===== src/rtl/pipe_hazard_ctrl.sv =====
// Hazard and sequencing controller for a 5-stage pipeline: load-use stalls, taken-branch flushes,
// data-memory wait freeze with a sticky timeout, and saturating stall/flush performance counters.
module pipe_hazard_ctrl #(
  parameter int unsigned MAX_WAIT = 16,
  parameter int unsigned CNT_W    = 16
) (
  input  logic             clk_i,
  input  logic             rst_i,
  input  logic [4:0]       ifid_rs_i,
  input  logic [4:0]       ifid_rt_i,
  input  logic             ifid_uses_rt_i,
  input  logic             idex_memread_i,
  input  logic [4:0]       idex_rt_i,
  input  logic             branch_taken_i,
  input  logic             mem_access_i,
  input  logic             dm_ready_i,
  output logic             pc_write_o,
  output logic             pc_src_o,
  output logic             ifid_write_o,
  output logic             ifid_flush_o,
  output logic             idex_flush_o,
  output logic             exmem_flush_o,
  output logic             freeze_o,
  output logic             timeout_o,
  output logic [CNT_W-1:0] stall_cnt_o,
  output logic [CNT_W-1:0] flush_cnt_o
);

  localparam int unsigned WAIT_W = (MAX_WAIT > 2) ? $clog2(MAX_WAIT) : 1;
  localparam logic [WAIT_W-1:0] WAIT_LAST = WAIT_W'(MAX_WAIT - 1);
  localparam logic [CNT_W-1:0]  CNT_MAX   = '1;

  typedef enum logic [1:0] {
    ST_RUN  = 2'd0,
    ST_WAIT = 2'd1,
    ST_ERR  = 2'd2
  } state_t;

  state_t            r_state;
  state_t            w_state_nxt;
  logic [WAIT_W-1:0] r_wait_cnt;
  logic [WAIT_W-1:0] w_wait_cnt_nxt;
  logic [CNT_W-1:0]  r_stall_cnt;
  logic [CNT_W-1:0]  r_flush_cnt;
  logic              w_mwait;
  logic              w_lu;
  logic              w_do_branch;
  logic              w_do_lu;

  assign w_mwait = mem_access_i & ~dm_ready_i;
  assign w_lu    = idex_memread_i & (idex_rt_i != 5'd0) &
                   ((idex_rt_i == ifid_rs_i) | (ifid_uses_rt_i & (idex_rt_i == ifid_rt_i)));

  assign timeout_o   = (r_state == ST_ERR);
  assign stall_cnt_o = r_stall_cnt;
  assign flush_cnt_o = r_flush_cnt;

  // Next state and Mealy control outputs; priority ERR > mwait > branch > load-use > normal
  always_comb begin
    w_state_nxt    = r_state;
    w_wait_cnt_nxt = r_wait_cnt;
    pc_write_o     = 1'b1;
    pc_src_o       = 1'b0;
    ifid_write_o   = 1'b1;
    ifid_flush_o   = 1'b0;
    idex_flush_o   = 1'b0;
    exmem_flush_o  = 1'b0;
    freeze_o       = 1'b0;
    w_do_branch    = 1'b0;
    w_do_lu        = 1'b0;

    case (r_state)
      ST_RUN: begin
        if (w_mwait) begin
          w_state_nxt    = ST_WAIT;
          w_wait_cnt_nxt = '0;
        end
      end
      ST_WAIT: begin
        if (dm_ready_i) begin
          w_state_nxt = ST_RUN;
        end else if (r_wait_cnt == WAIT_LAST) begin
          w_state_nxt = ST_ERR;
        end else begin
          w_wait_cnt_nxt = r_wait_cnt + WAIT_W'(1);
        end
      end
      ST_ERR: begin
        w_state_nxt = ST_ERR;
      end
      default: begin
        w_state_nxt = ST_RUN;
      end
    endcase

    if (rst_i) begin
      pc_write_o    = 1'b0;
      ifid_write_o  = 1'b0;
      ifid_flush_o  = 1'b1;
      idex_flush_o  = 1'b1;
      exmem_flush_o = 1'b1;
    end else if (r_state == ST_ERR) begin
      freeze_o     = 1'b1;
      pc_write_o   = 1'b0;
      ifid_write_o = 1'b0;
    end else if (w_mwait) begin
      freeze_o     = 1'b1;
      pc_write_o   = 1'b0;
      ifid_write_o = 1'b0;
    end else if (branch_taken_i) begin
      // Any coincident load-use belongs to a wrong-path consumer and is dropped
      pc_src_o      = 1'b1;
      ifid_flush_o  = 1'b1;
      idex_flush_o  = 1'b1;
      exmem_flush_o = 1'b1;
      w_do_branch   = 1'b1;
    end else if (w_lu) begin
      pc_write_o   = 1'b0;
      ifid_write_o = 1'b0;
      idex_flush_o = 1'b1;
      w_do_lu      = 1'b1;
    end
  end

  // State register and saturating performance counters
  always_ff @(posedge clk_i) begin
    if (rst_i) begin
      r_state     <= ST_RUN;
      r_wait_cnt  <= '0;
      r_stall_cnt <= '0;
      r_flush_cnt <= '0;
    end else begin
      r_state    <= w_state_nxt;
      r_wait_cnt <= w_wait_cnt_nxt;
      if (w_do_lu && (r_stall_cnt != CNT_MAX)) begin
        r_stall_cnt <= r_stall_cnt + CNT_W'(1);
      end
      if (w_do_branch && (r_flush_cnt != CNT_MAX)) begin
        r_flush_cnt <= r_flush_cnt + CNT_W'(1);
      end
    end
  end

endmodule


===== config.mk =====
export PLATFORM = sky130hd
export DESIGN_NAME = pipe_hazard_ctrl
export DESIGN_NICKNAME = d
export VERILOG_FILES = /design/src/rtl/pipe_hazard_ctrl.sv
export SDC_FILE = /design/constraint.sdc
export NUM_CORES = 1
export LEC_CHECK = 0
export CORE_MARGIN = 8
export CORE_UTILIZATION = 48
export DETAILED_ROUTE_END_ITERATION = 10
export PLACE_DENSITY_LB_ADDON = 0.2
export SLEW_MARGIN = 10
export SYNTH_ARGS = -nofsm -noshare
export SYNTH_HDL_FRONTEND = slang
export SYNTH_SLANG_ARGS = --single-unit

===== constraint.sdc =====
create_clock -name clk_i -period 2 [get_ports clk_i]
set_input_delay 0.3 -clock clk_i [delete_from_list [all_inputs] [get_ports clk_i]]
set_output_delay 0.3 -clock clk_i [all_outputs]
set_load 0.05 [all_outputs]

==> metrics.cfg <==
[die]
dieHeight_um=83.7
dieArea_um2=7010
start_util_pct=50.2
coreArea_um2=4380
num_rows=24
die_w_um=83.7
io_pins=62

[global_route]
grt_start_max_net_pins=29
grt_pass1_vias=2183
grt_first_pass_wirelength_um=10200
grt_overflow=0
met3_usage_pct=4.79
antenna_found_initial=0
grt_usage_pct=17.2
grt.met2_usage_pct=29.3
gr-usage-met1_pct=20.1
busiest_layer=met2

[yosys]
yosysWarnings=0
synth_fp_nets=288
synth_compound_area_share_pct=11.9
async_flop_share_pct=0
post-synth-top-count-cell=dfxtp_1
synth_area_per_cell_um2=8.37
synth_fa_ha_area_share_pct=1.70
synth-seq-cells=38
ys_types=47
yosys.area_share.simple_pct=34.4
synth_mux_area_share_pct=5.06
synthTopCellsByArea=dfxtp_1 (35%), nor2_1 (5.3%), nand4_1 (5.1%)
netlist_instances=263
synth_largest_area_cell=dfxtp_1
synth_xor_area_share_pct=7.95
ys.flop_type=dfxtp_1
yosysTopAreaCellShare_pct=34.5
synth_enable_flop_cells=0
yosysSeqAreaShare_pct=34.5
synth_top_family_by_area=simple AND/OR/NAND/NOR gates
syn-cell-area_um2=2200
synth.top_cells.by_count=dfxtp_1 (38), nor2_1 (31), nand4_1 (18)

[setup_path]
crit_fanout=4
crit_chain=clkdlybuf4s15_1 > xor2_1 > nor2_1 > a32oi_2 > nand2b_4 > o21a_4 > buf_12
end_kind=output pin
worst-setup-path-type=in -> out
crit_slowest_cell=clkdlybuf4s15_1
cp.arrival_ns=1.67
slowest_delay_ns=0.30
start_kind=input port
required_ns=1.70

[clock_tree]
clkLatencyLatePin_ns=0.29
clk_pin_slew_worst_paths_ns=0.08
numCtsBuffers=5
cts_tree=done
clkSinkCount=38
clockBufferDepth=2
htree_levels=2
cts_hold_buf=0
cts_root_buffer=clkbuf_8

[detailed_routing]
num_vias=2279
drt-vias-per-instance=5.70
drt_first_pass_iters=4
finalWirelength_um=6310
final_antenna_net_count=0
drc=0
post_drt_wl_per_cell_um=15.8
drtIter0Drc=146

[sta]
drv_slew=0
skew_ns=0.00678
hold_viol_final=0
post-route-period-util_pct=98.3
setup_slack_ns=0.0347
slew_headroom_pct=65.2
fmax_mhz=509
timing.setup.tns_ns=0
setup_viol=0
tightest_slew_ns=0.521
finalWorstPathRequiredPeriod_ns=1.97

[layout]
final_nets=372
area.growth.synth_to_final_pct=48.8
drive_gt1_share_pct=29.6
antenna_cells=0
fin_util_pct=74.7

[hold_path]
min_path_type=reg -> reg

[place]
place_congestion=0.906
dpl_worst_slack_ns=-0.431
place_hpwl_um=4630
port_buffers=61

[pwr]
intPower_uw=1370
combPwrFrac_pct=16.2
peakVddDrop_uv=502
pwr-share-clk_pct=42.1
p_sw_share_pct=24.9
p_switching_uw=455
p_leak_uw=0.00120
powerDensity_nw_per_um2=557
power.total_uw=1830
pwr-share-seq_pct=41.8

[run_status]
status=completed

[run]
maxCapViolCount=0

-- stage by stage --
step	hold WS, ns	area, µm²	instances
finish	0.464	3280	400
global route	0.489	3280	400
detailed placement	0.459	3110	389
global placement	0.452	3110	389
CTS	0.470	3260	399
floorplan	0.449	2280	263
-- area by class of cell --
class                   instances  area [µm²]
fillers                       319        1110
well taps                      52        65.1
inverters                       6        22.5
clock inverters                 1        30.0
flip-flops and latches         38         800
clock buffers                   7         108
repair buffers                 90         840
multi-input cells             206        1410
-- power by group through the flow --
stage / Sequential [µW] / Combinational, µW / Clock (µW)
floorplan: 788 / 149 / 0
global placement: 780 / 284 / 0
detailed placement: 781 / 289 / 0
CTS: 763 / 290 / 775
global route: 764 / 314 / 798
finish: 763 / 295 / 768
-- per-layer routing --
metal,vias up,wire [µm]
li1,1135,-
met1,1060,2870
met2,73,3020
met3,11,330
met4,0,97
met5,-,0
-- repair_timing --
action | in CTS | in global routing
pin swaps | 10 | 7
resized for setup | 30 | 14
endpoints found under the setup margin | 14 | 11
buffers inserted | 2 | 1
-- worst max-delay path, delay by kind of cell --
family,cells,cell delay (ns)
xor+xnor,1,0.22
buf+inv,2,0.45
compound gates,2,0.34
simple gates,2,0.36
-- kinds of logic after synthesis --
group | after synthesis
xor gates and xnor gates | 20
adders and majority gates | 3
AOI/OAI and AO/OA | 40
DFF | 38
and+or+nand+nor | 133
muxes | 10
buffers and inverters | 19
-- cells in the final DEF, fill, tap and decap left out, drive strengths merged, types with 2 or more instances in the layout --
master and count:
a21oi 13, and3 2, and4 2, buf 40
clkbuf 11, clkdlybuf4s50 38, dfxtp 38, dlygate4sd2 6
ha 3, inv 5, mux2 6, mux2i 4
nand2 17, nand2b 3, nand3 11, nand4 19
nand4b 3, nor2 31, nor2b 8, nor3 6
nor4 11, o211ai 4, o21a 3, o21ai 7
o31ai 10, or2 2, or3 5, or4 10
xnor2 8, xor2 12
-- sequential cells by signal, summed over array words and instances, names as in the netlist --
name / cells
r_state: 2
stall_cnt_o: 16
flush_cnt_o: 16
r_wait_cnt: 4
-- path summary, 6_finish.rpt --
kind / start / endpoint / slack [ns] / cells past startpoint
worst max-delay path: idex_rt_i[0] / pc_write_o / 0.03 / 7
worst min-delay path: flush_cnt_o[3] / flush_cnt_o[3] / 0.46 / 1
worst min register to register: flush_cnt_o[3] / flush_cnt_o[3] / 0.46 / 1
worst max register to register: stall_cnt_o[0] / stall_cnt_o[5] / 0.10 / 6
Note: power is estimated with default switching activity, not from simulation.
